## config.mk

```make
export PLATFORM = sky130hd
export DESIGN_NAME = fft_frame_ctrl
export DESIGN_NICKNAME = d
export VERILOG_FILES = /design/src/rtl/fft_frame_ctrl.sv
export SDC_FILE = /design/constraint.sdc
export NUM_CORES = 1
export LEC_CHECK = 0
export ABC_AREA = 1
export BUFFER_PORTS_ARGS = -buffer_cell sky130_fd_sc_hd__clkbuf_2
export CAP_MARGIN = 10
export CORE_ASPECT_RATIO = 0.75
export CORE_MARGIN = 4
export CORE_UTILIZATION = 35
export CTS_CLUSTER_DIAMETER = 50
export DETAILED_ROUTE_END_ITERATION = 8
export PLACE_DENSITY_LB_ADDON = 0.1
export SLEW_MARGIN = 20
export SYNTH_ARGS = -nofsm -noshare
export SYNTH_HDL_FRONTEND = slang
export SYNTH_SLANG_ARGS = --single-unit
```

## constraint.sdc

```tcl
create_clock -name clk -period 1.94 [get_ports clk]
set_clock_uncertainty 0.15 [all_clocks]
set_input_delay 0.291 -clock clk [delete_from_list [all_inputs] [get_ports clk]]
set_output_delay 0.291 -clock clk [all_outputs]
set_load 0.03 [all_outputs]
```

## src/rtl/fft_frame_ctrl.sv

```systemverilog
// Frame controller for an N = 2**POW point FFT core: load, staged compute, unload.
// Define FFT_CTRL_BITREV_EN for natural-order output (bit-reversed read address).
module fft_frame_ctrl #(
    parameter int DATA_WIDTH = 16,
    parameter int POW        = 3
) (
    input  logic           clk,
    input  logic           rst,
    input  logic           sink_valid,
    input  logic           sink_sop,
    output logic           sink_ready,
    output logic           wr_en,
    output logic [POW-1:0] wr_addr,
    output logic [POW-1:0] stage_en,
    output logic           source_valid,
    input  logic           source_ready,
    output logic           source_sop,
    output logic           source_eop,
    output logic [POW-1:0] rd_addr,
    output logic           busy
);

    if (POW < 1 || POW > 10 || DATA_WIDTH < 2) begin : g_bad_param
        $error("fft_frame_ctrl: POW must be 1..10 and DATA_WIDTH at least 2");
    end

    typedef enum logic [1:0] {
        ST_LOAD    = 2'd0,
        ST_COMPUTE = 2'd1,
        ST_UNLOAD  = 2'd2
    } state_t;

    localparam logic [POW-1:0] LAST_IDX   = '1;
    localparam logic [3:0]     LAST_STAGE = 4'(POW - 1);

    state_t         state_reg, state_next;
    logic [POW-1:0] load_cnt_reg, load_cnt_next;
    logic [3:0]     stage_cnt_reg, stage_cnt_next;
    logic [POW-1:0] idx_reg, idx_next;
    logic [POW-1:0] idx_mapped;
    logic [POW-1:0] stage_hot;

    logic in_load, in_compute, in_unload;
    logic accept, beat;

    assign in_load    = (state_reg == ST_LOAD);
    assign in_compute = (state_reg == ST_COMPUTE);
    assign in_unload  = (state_reg == ST_UNLOAD);
    assign accept     = in_load && sink_valid;
    assign beat       = in_unload && source_ready;

    always_ff @(posedge clk) begin
        if (rst) begin
            state_reg     <= ST_LOAD;
            load_cnt_reg  <= '0;
            stage_cnt_reg <= '0;
            idx_reg       <= '0;
        end else begin
            state_reg     <= state_next;
            load_cnt_reg  <= load_cnt_next;
            stage_cnt_reg <= stage_cnt_next;
            idx_reg       <= idx_next;
        end
    end

    always_comb begin
        state_next     = state_reg;
        load_cnt_next  = load_cnt_reg;
        stage_cnt_next = stage_cnt_reg;
        idx_next       = idx_reg;
        case (state_reg)
            ST_LOAD: begin
                if (accept) begin
                    // A start-of-packet restarts the frame: its sample lands at 0.
                    if (sink_sop) begin
                        load_cnt_next = POW'(1);
                    end else if (load_cnt_reg == LAST_IDX) begin
                        load_cnt_next  = '0;
                        stage_cnt_next = '0;
                        state_next     = ST_COMPUTE;
                    end else begin
                        load_cnt_next = load_cnt_reg + 1'b1;
                    end
                end
            end
            ST_COMPUTE: begin
                if (stage_cnt_reg == LAST_STAGE) begin
                    stage_cnt_next = '0;
                    idx_next       = '0;
                    state_next     = ST_UNLOAD;
                end else begin
                    stage_cnt_next = stage_cnt_reg + 4'd1;
                end
            end
            ST_UNLOAD: begin
                if (beat) begin
                    if (idx_reg == LAST_IDX) begin
                        idx_next   = '0;
                        state_next = ST_LOAD;
                    end else begin
                        idx_next = idx_reg + 1'b1;
                    end
                end
            end
            default: begin
                state_next     = ST_LOAD;
                load_cnt_next  = '0;
                stage_cnt_next = '0;
                idx_next       = '0;
            end
        endcase
    end

    genvar gi;
    generate
        for (gi = 0; gi < POW; gi++) begin : g_stage
            assign stage_hot[gi] = in_compute && (stage_cnt_reg == 4'(gi));
        end
`ifdef FFT_CTRL_BITREV_EN
        for (gi = 0; gi < POW; gi++) begin : g_bitrev
            assign idx_mapped[gi] = idx_reg[POW-1-gi];
        end
`else
        assign idx_mapped = idx_reg;
`endif
    endgenerate

    // Outputs are forced low combinationally while rst is held, not just after the edge.
    always_comb begin
        sink_ready   = 1'b0;
        wr_en        = 1'b0;
        wr_addr      = '0;
        stage_en     = '0;
        source_valid = 1'b0;
        source_sop   = 1'b0;
        source_eop   = 1'b0;
        rd_addr      = '0;
        busy         = 1'b0;
        if (!rst) begin
            sink_ready   = in_load;
            wr_en        = accept;
            wr_addr      = (accept && sink_sop) ? '0 : load_cnt_reg;
            stage_en     = stage_hot;
            source_valid = in_unload;
            source_sop   = in_unload && (idx_reg == '0);
            source_eop   = in_unload && (idx_reg == LAST_IDX);
            rd_addr      = in_unload ? idx_mapped : '0;
            busy         = in_compute || in_unload;
        end
    end

endmodule
```

==> impl_metrics.json, run 1 <==
{
  "status": "complete, no violations",
  "synth_area_per_cell_sq_um": 6.39,
  "critical_path_required_ns": 1.50,
  "regToRegSetupSlack_ns": 0.33,
  "dp.final_hpwl_mm": 1.73,
  "grt_max_degree": 12,
  "clk_pin_slew_ns": 0.08,
  "ys_warn_count": 0,
  "timing.final.hold_violations": 0,
  "ctsLongestPathBuffers": 2,
  "fmax_mhz": 538,
  "core-area_sq_um": 2380,
  "fill_cells": 265,
  "numClockSinks": 12,
  "synth_largest_type_area_fraction_pct": 26.7,
  "insertion_delay_of_the_later_clocked_pin_in_the_worst_skew_pair_ns": 0.28,
  "synth.top_cells.by_area": "sky130_fd_sc_hd__dfxtp_1 27%, sky130_fd_sc_hd__ha_1 14%, sky130_fd_sc_hd__nand2_1 12%",
  "synth_largest_area_cell": "sky130_fd_sc_hd__dfxtp_1",
  "setup_cp_type": "reg2out",
  "initial_utilization_pct": 37.8,
  "post_synth_num_cell_types": 19,
  "final.period_utilization_pct": 95.8,
  "floorplan.die_area_sq_um": 3460,
  "initialDrtViolationCount": 33,
  "mostFrequentLayoutCell": "sky130_fd_sc_hd__nand2_1",
  "timing.rr.start": "state_reg[0]",
  "grt_first_pass_wirelength_mm": 3.69,
  "postRouteWirelength_mm": 2.20,
  "routed-via-count": 930,
  "flop_and_latch_count_out_of_synthesis": 12,
  "dr.pass1.iters": 4,
  "initial_antenna_violation_count": 0,
  "place_congestion": 0.821,
  "drc": 0,
  "ir_drop_mv": 0.226,
  "crit_path_end": "wr_en",
  "postRouteAntennaNets": 0,
  "grt.overflow.total": 0,
  "finalSetupViolations": 0,
  "mappedNetlistNets": 156,
  "cell_total_after_placement": 194,
  "cts_tree": "built",
  "post_synth_inst_count": 141,
  "crit_start": "state_reg[1]",
  "power.static_leakage_nw": 0.547,
  "n_antenna_cell": 0,
  "first_global_vias": 786,
  "flow.area_growth_from_synthesis_pct": 27.1,
  "io_pins": 20,
  "timing.slew.headroom_pct": 75.5,
  "power_density_nw_per_um2": 446,
  "tightestPinTransition_ns": 0.367,
  "maxSlewViolCount": 0,
  "timing.critical_path.to_type": "primary output",
  "highest_count_cells_in_the_layout_ignoring_fill_and_taps": "28 x sky130_fd_sc_hd__nand2_1, 23 x sky130_fd_sc_hd__nor2_1, 18 x sky130_fd_sc_hd__inv_1",
  "timing.critical_path.arrival_ns": 1.42,
  "part_of_the_yosys_area_used_for_sequential_elements_pct": 26.7,
  "hold_class": "in2reg",
  "core.rowCount": 15,
  "finish.net_count": 180,
  "floorplan.die.width_um": 66.6,
  "cts_max_level": 1,
  "drive_above_1_share_pct": 26.8,
  "post_drt_wl_per_cell_um": 11.1,
  "cts_root_buffer": "sky130_fd_sc_hd__clkbuf_4",
  "numPortBuffers": 19,
  "post_layout_nonfiller_instances": 198,
  "sequential_cell_area_sq_um": 248,
  "gr_usage_total_pct": 14.3,
  "cts_made_buffers": 3,
  "max-cap-violations": 0,
  "multi_input_area_sq_um": 603,
  "placement.setup.worst_slack_ns": 0.159,
  "worstRegToRegCells": 8,
  "detail_route.vias_per_cell": 4.70,
  "crit-reg2reg-capture": "state_reg[0]",
  "worst-path-max-fanout": 7,
  "worstSetupStartpointType": "flop",
  "die_y_um": 51.9,
  "synthesis.area_sq_um": 901,
  "final_period_minus_worst_setup_slack_ns": 1.86,
  "largest_reg_flops": 4,
  "setup_slack_ns": 0.0823
}
layer usage:
metal	global-route usage (%)	share of wire (%)	up-vias
met2	20.2	41	20
met5	0	0	-
met1	20.0	53	407
met3	5.18	4.6	5
met4	4.05	0.95	0
li1	-	-	498
power breakdown:
part	internal, mW	switching, mW	total (mW)
clock network	0.114	0.0977	0.212
registers	0.246	0.00248	0.248
logic	0.0179	0.0323	0.0502
critical path: stages (launching register included):
cell	delay, ns
sky130_fd_sc_hd__dfxtp_4	0.38
sky130_fd_sc_hd__inv_2	0.11
sky130_fd_sc_hd__ha_4	0.19
sky130_fd_sc_hd__inv_1	0.09
sky130_fd_sc_hd__nor3_1	0.18
sky130_fd_sc_hd__buf_4	0.19
layout make-up:
| class | instances | share of cell area (%) |
|---|---|---|
| Multi-Input combinational cell | 104 | 52.7 |
| Sequential cell | 12 | 21.6 |
| Timing Repair Buffer | 22 | 11.4 |
| Inverter | 22 | 7.43 |
| Tap cell | 34 | 3.72 |
| Clock buffer | 4 | 3.17 |
kinds of logic (layout without fill, tap and decap cells):
kind of cell / count (synthesis) / after routing / share of synthesized area [%]
AOI/OAI and AO/OA: 14 / 14 / 7.78
adders and majority gates: 10 / 10 / 13.9
buffers and inverters: 25 / 48 / 11.9
DFF: 12 / 12 / 26.7
and+or+nand+nor: 80 / 80 / 39.7
how the worst min path moves through the flow:
stage	to	slack, ns	start	cells past startpoint
after floorplan	idx_mapped[0]	0.32	idx_mapped[0]	2
after global placement	load_cnt_reg[1]	0.34	load_cnt_reg[1]	2
after detailed placement	idx_mapped[0]	0.35	idx_mapped[0]	2
after CTS	load_cnt_reg[1]	0.21	sink_sop	4
after global routing	stage_cnt_reg[1]	0.23	rst	3
final	stage_cnt_reg[2]	0.22	rst	3
synthesized netlist by cell type (all sizes together):
| library cell | n |
|---|---|
| nand2 | 32 |
| nor2 | 26 |
| inv | 22 |
| nand3 | 13 |
| dfxtp | 12 |
| ha | 10 |
| a21oi | 8 |
| nor3 | 6 |
| o21ai | 6 |
| clkbuf | 2 |
| nand4 | 2 |
| buf | 1 |
| nand3b | 1 |
metrics by stage:
stage               cell area (sq um)  util (%)  total power, mW  hold WS (ns)  setup TNS [ns]
floorplan                         903         -            0.288         0.320               0
global placement                 1040      43.6            0.305         0.341               0
detailed placement               1040      43.6            0.305         0.352               0
CTS                              1100      46.0            0.520         0.207         -0.0655
global route                     1140      48.0            0.543         0.227        -0.00289
finish                           1140      48.0            0.511         0.216               0
what timing repair did:
action                                  in CTS  in global routing
gates resized for setup                      8                 23
endpoints found under the setup margin      10                 11
hold buffers                                 0                  0
buffers inserted                             0                  0
No activity file was read; power rests on OpenSTA's default activity.
==> inputs of run 2 (changes only) <==
ABC_AREA = not set   (was 1)
CORE_UTILIZATION = 40   (was 35)
CTS_CLUSTER_SIZE = 14   (was not set)
==> run 2 against run 1 <==
- the run now ends with setup timing left
- sequential share of layout area decreased by 1.8 points
- critical path depth is 1 lower
- combinational power rose to 3.3 times the previous value
- largest cell class unchanged
- hold slack improved by 0.0016 ns
- die area down 14%
- total power increased by 24%
- register-to-register slack got worse by 0.18 ns
- flip-flop and latch count unchanged
- synthesized cell count fell by 26%
- utilization is 13 points higher
==> impl_metrics.json, run 2 <==
{
  "fill_cells": 179,
  "first_global_vias": 871,
  "met2_length_mm": 1.12,
  "setup_slack_ns": -0.137,
  "violations": "setup timing",
  "ctsLongestPathBuffers": 2,
  "drive_above_1_share_pct": 43.7,
  "timing.critical_path.to_type": "primary output",
  "status": "finished, violations left",
  "wl_met3_um": 67,
  "dp.final_hpwl_mm": 1.70,
  "numPortBuffers": 19,
  "synth_largest_area_cell": "sky130_fd_sc_hd__dfxtp_1",
  "number_of_enable_flip_flop_cells_after_synthesis": 0,
  "place_congestion": 0.802,
  "io_pins": 20,
  "power.static_leakage_nw": 0.511,
  "synth_flop_cell": "sky130_fd_sc_hd__dfxtp_1",
  "timing.critical_path.arrival_ns": 1.64,
  "mappedNetlistNets": 119,
  "final_area_sq_um": 1230,
  "maxSlewViolCount": 0,
  "worst-path-max-fanout": 5,
  "insertion_delay_of_the_later_clocked_pin_in_the_worst_skew_pair_ns": 0.27,
  "dr.pass1.iters": 4,
  "synthesis.area_sq_um": 868,
  "gr_usage_total_pct": 17.5,
  "power_density_nw_per_um2": 511,
  "async_reset_ff_share_pct": 0,
  "final.period_utilization_pct": 107,
  "flow.area_growth_from_synthesis_pct": 42.2,
  "dpl-instance-area_sq_um": 1070,
  "post_synth_inst_count": 104,
  "flop_and_latch_count_out_of_synthesis": 12,
  "routed.top_layer": "met4",
  "cell_total_after_placement": 154,
  "worstSetupStartpointType": "flop",
  "floorplan.die_area_sq_um": 2990,
  "crit_slowest_cell": "sky130_fd_sc_hd__or4_4",
  "synth.top_cells.by_area": "sky130_fd_sc_hd__dfxtp_1 28%, sky130_fd_sc_hd__ha_1 14%, sky130_fd_sc_hd__and2_1 6.5%",
  "clockPowerShare_pct": 32.6,
  "p_int_mw": 0.437,
  "synth_area_per_cell_sq_um": 8.35,
  "critPathBufInv": 2,
  "fin_total_pwr_mw": 0.631,
  "grt.overflow.total": 0,
  "detail_route.vias_per_cell": 5.30,
  "core-area_sq_um": 2030,
  "cts_tree": "built",
  "initial_utilization_pct": 42.7,
  "synth.top_cells.by_count": "12 x sky130_fd_sc_hd__dfxtp_1, 10 x sky130_fd_sc_hd__ha_1, 9 x sky130_fd_sc_hd__and2_1, 9 x sky130_fd_sc_hd__nand2_1",
  "power_frac_comb_pct": 26.0,
  "max-cap-violations": 0,
  "gate_family_responsible_for_the_most_delay_along_the_worst_path": "simple AND/OR/NAND/NOR gates",
  "initialDrtViolationCount": 43,
  "critical_path.cell_chain": "buf_4 > or4_4 > nor2_2 > clkbuf_8",
  "routed-via-count": 843,
  "setup_cp_type": "reg2out",
  "timing.final.hold_violations": 0,
  "cts_made_buffers": 3,
  "cts-hold-fix-buffers": 0,
  "mostFrequentLayoutCell": "sky130_fd_sc_hd__buf_4",
  "floorplan.die.width_um": 61.8,
  "postRouteWirelength_mm": 2.30,
  "initial_antenna_violation_count": 0,
  "grt_max_degree": 20,
  "ys_warn_count": 0,
  "largest_reg_flops": 4,
  "post_synth_num_cell_types": 32,
  "n_antenna_cell": 0,
  "tightestPinTransition_ns": 0.343,
  "post-synth-top-count-cell": "sky130_fd_sc_hd__dfxtp_1",
  "die_y_um": 48.4,
  "final_period_minus_worst_setup_slack_ns": 2.08,
  "highest_count_cells_in_the_layout_ignoring_fill_and_taps": "12 x sky130_fd_sc_hd__buf_4, 10 x sky130_fd_sc_hd__clkbuf_4, 10 x sky130_fd_sc_hd__dfxtp_1",
  "critical_path_required_ns": 1.50,
  "timing.slew.headroom_pct": 77.0,
  "finalSetupViolations": 7,
  "fin_util_pct": 60.8,
  "sequentialPowerShare_pct": 41.4,
  "post_layout_nonfiller_instances": 159,
  "drc": 0,
  "part_of_the_yosys_area_used_for_sequential_elements_pct": 27.7,
  "clk_pin_slew_ns": 0.08,
  "ir_drop_mv": 0.336,
  "hold-worst-slack_ns": 0.218,
  "finish.net_count": 151,
  "core.rowCount": 14,
  "power.net_switching_mw": 0.194,
  "setup-tns-final_ns": -0.352,
  "placement.setup.worst_slack_ns": 0.0751,
  "cts_root_buffer": "sky130_fd_sc_hd__clkbuf_4",
  "postRouteAntennaNets": 0,
  "cts_max_level": 1,
  "synth_largest_type_area_fraction_pct": 27.7,
  "swShare_pct": 30.7,
  "hold_class": "in2reg",
  "numClockSinks": 12,
  "grt_first_pass_wirelength_mm": 4.00,
  "fmax_mhz": 481,
  "grt_setup_unrepaired": "true",
  "post_drt_wl_per_cell_um": 14.4,
  "m1WireLength_mm": 1.09,
  "max_stage_delay_ns": 0.57
}
## run 2: power groups by stage
stage          logic (mW)  registers, mW  clock network (mW)
2_1_floorplan      0.0933          0.263                   0
3_3_place_gp        0.141          0.264                   0
6_report            0.164          0.261               0.206
5_1_grt             0.179          0.262               0.231
4_1_cts             0.158          0.261               0.218
3_5_place_dp        0.144          0.265                   0
## run 2: layer usage
metal	GRT usage, %	vias up
li1	-	424
met1	23.4	405
met3	5.05	2
met4	3.18	0
met2	27.9	12
met5	0	-
## run 2: tightest hold or removal path, cell delays in order
cell,delay [ns]
sky130_fd_sc_hd__clkbuf_2,0.13
sky130_fd_sc_hd__nand4b_1,0.12
sky130_fd_sc_hd__a21oi_1,0.06
## run 2: logic make-up (layout without fill, tap and decap cells)
logic type      count (synthesis)  count (layout)  share of synthesized area [%]
buf+inv                        11              42                           4.76
compound gates                 18              18                           15.9
fa+ha+maj                      10              10                           14.4
mux                             2               2                           2.88
simple gates                   51              51                           34.4
flops                          12              12                           27.7
## run 2: area by class of cell
cell class                 instances  area [sq um]  area share (%)
timing repair buffer              30           223            18.0
clock buffer                       4          36.3            2.94
inverter                           8          32.5            2.63
sequential                        12           245            19.9
tap                               24          30.0            2.43
multi-input combinational         81           668            54.1
## run 2: repair_timing
| item | in CTS | in global routing |
|---|---|---|
| pin swaps | 2 | 1 |
| setup buffers | 0 | 2 |
| setup endpoints to repair | 13 | 15 |
| gates resized for setup | 27 | 12 |
## run 2: path summary, 6_finish.rpt
kind	from	endpoint	slack, ns	depth (start not counted)
worst max register to register	stage_cnt_reg[2]	idx_mapped[2]	0.15	4
worst max-delay path	stage_cnt_reg[2]	stage_en[2]	-0.14	4
worst min-delay path	sink_sop	load_cnt_reg[2]	0.22	3
worst min register to register	load_cnt_reg[2]	load_cnt_reg[2]	0.35	2
==> inputs of run 3 (changes only) <==
CORE_MARGIN = 1   (was 4)
==> run 3 against run 2 <==
- the run still ends with setup timing left
- die area shrank 21%
- combinational power up 12%
- flip-flop and latch count did not move
- maximum frequency grew 0.65%
- critical path depth is 2 higher
- clock-buffer cell count is the same
- routed wire length is 2.8% higher
- global-route usage rose by 1.8 points
- hold slack improved by 0.014 ns
- sequential share of layout area fell by 0.68 points
- largest cell class unchanged
- highest routed layer unchanged
==> impl_metrics.json, run 3 (synthesized netlist as in run 2, its figures left out) <==
{
  "status": "finished, violations left",
  "violations": "setup timing",
  "dr.pass1.iters": 4,
  "power.static_leakage_nw": 0.535,
  "cts-hold-fix-buffers": 0,
  "post_drt_wl_per_cell_um": 14.6,
  "timing.final.hold_violations": 0,
  "worstSetupStartpointType": "flop",
  "io_pins": 20,
  "dp.final_hpwl_mm": 1.48,
  "crit_start": "state_reg[1]",
  "grt.overflow.total": 0,
  "max_stage_delay_ns": 0.42,
  "setup_cp_type": "reg2out",
  "hold_class": "in2reg",
  "cts_root_buffer": "sky130_fd_sc_hd__clkbuf_4",
  "gr_usage_total_pct": 19.3,
  "n_antenna_cell": 0,
  "timing.critical_path.arrival_ns": 1.62,
  "timing.slew.headroom_pct": 76.9,
  "numPortBuffers": 19,
  "drive_above_1_share_pct": 44.9,
  "ir_drop_mv": 0.426,
  "highest_count_cells_in_the_layout_ignoring_fill_and_taps": "19 x sky130_fd_sc_hd__buf_4, 10 x sky130_fd_sc_hd__dfxtp_1, 9 x sky130_fd_sc_hd__nand2_1, 9 x sky130_fd_sc_hd__clkbuf_4, 8 x sky130_fd_sc_hd__and2_1",
  "cts_made_buffers": 3,
  "drc": 0,
  "cts_tree": "built",
  "grt_first_pass_wirelength_mm": 3.44,
  "mostFrequentLayoutCell": "sky130_fd_sc_hd__buf_4",
  "worst-path-max-fanout": 3,
  "critical_path.cell_chain": "inv_2 > ha_4 > nand2b_4 > or4_4 > nor2_1 > buf_4",
  "clk_pin_slew_ns": 0.09,
  "insertion_delay_of_the_later_clocked_pin_in_the_worst_skew_pair_ns": 0.29,
  "cts_max_level": 1,
  "flow.area_growth_from_synthesis_pct": 47.3,
  "timing.rr.start": "load_cnt_reg[0]",
  "critical_path_required_ns": 1.50,
  "fmax_mhz": 484,
  "crit_slowest_cell": "sky130_fd_sc_hd__or4_4",
  "place_congestion": 0.791,
  "grt_max_degree": 20,
  "core-area_sq_um": 2030,
  "postRouteWirelength_mm": 2.36,
  "tightestPinTransition_ns": 0.345,
  "floorplan.die_area_sq_um": 2360,
  "initial_antenna_violation_count": 0,
  "core.rowCount": 14,
  "dpl-instance-area_sq_um": 1070,
  "grt_setup_unrepaired": "true",
  "finalSetupViolations": 4,
  "power_density_nw_per_um2": 520,
  "postRouteAntennaNets": 0,
  "largest_reg_flops": 4,
  "initial_utilization_pct": 42.7,
  "final.period_utilization_pct": 106,
  "post_layout_nonfiller_instances": 162,
  "die_y_um": 42.4,
  "routed-via-count": 875,
  "timing.critical_path.to_type": "primary output",
  "maxSlewViolCount": 0,
  "hold-worst-slack_ns": 0.232,
  "final_period_minus_worst_setup_slack_ns": 2.06,
  "final_area_sq_um": 1280,
  "detail_route.vias_per_cell": 5.40,
  "max-cap-violations": 0,
  "numClockSinks": 12,
  "finish.net_count": 154,
  "ctsLongestPathBuffers": 2,
  "setup_slack_ns": -0.124,
  "cell_total_after_placement": 154,
  "initialDrtViolationCount": 21,
  "fin_total_pwr_mw": 0.665,
  "fin_util_pct": 62.9,
  "worstHoldStart": "sink_valid",
  "floorplan.die.width_um": 55.8,
  "first_global_vias": 768
}
==> run 3: cell types whose count changed in the layout (fill, tap and decap cells not counted), sizes merged <==
cell	change
buf	+7
clkbuf	-4
==> run 3: critical path: cells and delay by family (launching register included) <==
kind / cells / cell delay [ns]
flip-flops: 1 / 0.34
buffers and inverters: 2 / 0.25
adder cells (fa/ha/maj): 1 / 0.15
AND/OR/NAND/NOR: 3 / 0.60
==> run 3: worst paths after layout <==
kind                      end  slack [ns]  depth (start not counted)
max               stage_en[0]       -0.12                          6
min           load_cnt_reg[0]        0.23                          3
max reg2reg  stage_cnt_reg[2]        0.11                          6
min reg2reg   load_cnt_reg[1]        0.35                          2
==> run 3: cell type report <==
cell class	count	area (sq um)
Fill cell	164	753
Clock buffer	4	36.3
Sequential cell	12	245
Timing Repair Buffer	33	240
Tap cell	24	30.0
Inverter	8	30.0
Multi-Input combinational cell	81	697
==> run 3: what timing repair did <==
item                                    4_1_cts  5_1_grt
resized for setup                            26       20
endpoints found under the setup margin       13       14
buffers inserted                              1        3
pin swaps                                     3        1
==> run 3: layer usage <==
metal	track usage, %	part of all wire, %	up-vias
met5	0	0	-
met4	6.00	1.6	0
met3	6.48	3.8	4
met2	30.4	45	15
met1	25.0	49	419
li1	-	-	437
==> run 3: report_power, final <==
group	switching [mW]	internal, mW	total [mW]	leakage (nW)
Sequential	0.00835	0.253	0.262	0.0983
Clock	0.106	0.114	0.221	0.0210
Combinational	0.103	0.0802	0.183	0.416
==> run 3: per-stage QoR <==
stage	setup TNS, ns	setup WS [ns]
2_1_floorplan	-0.402	-0.142
3_3_place_gp	0	0.120
3_5_place_dp	0	0.0432
4_1_cts	-0.237	-0.119
5_1_grt	-0.567	-0.173
6_report	-0.264	-0.124
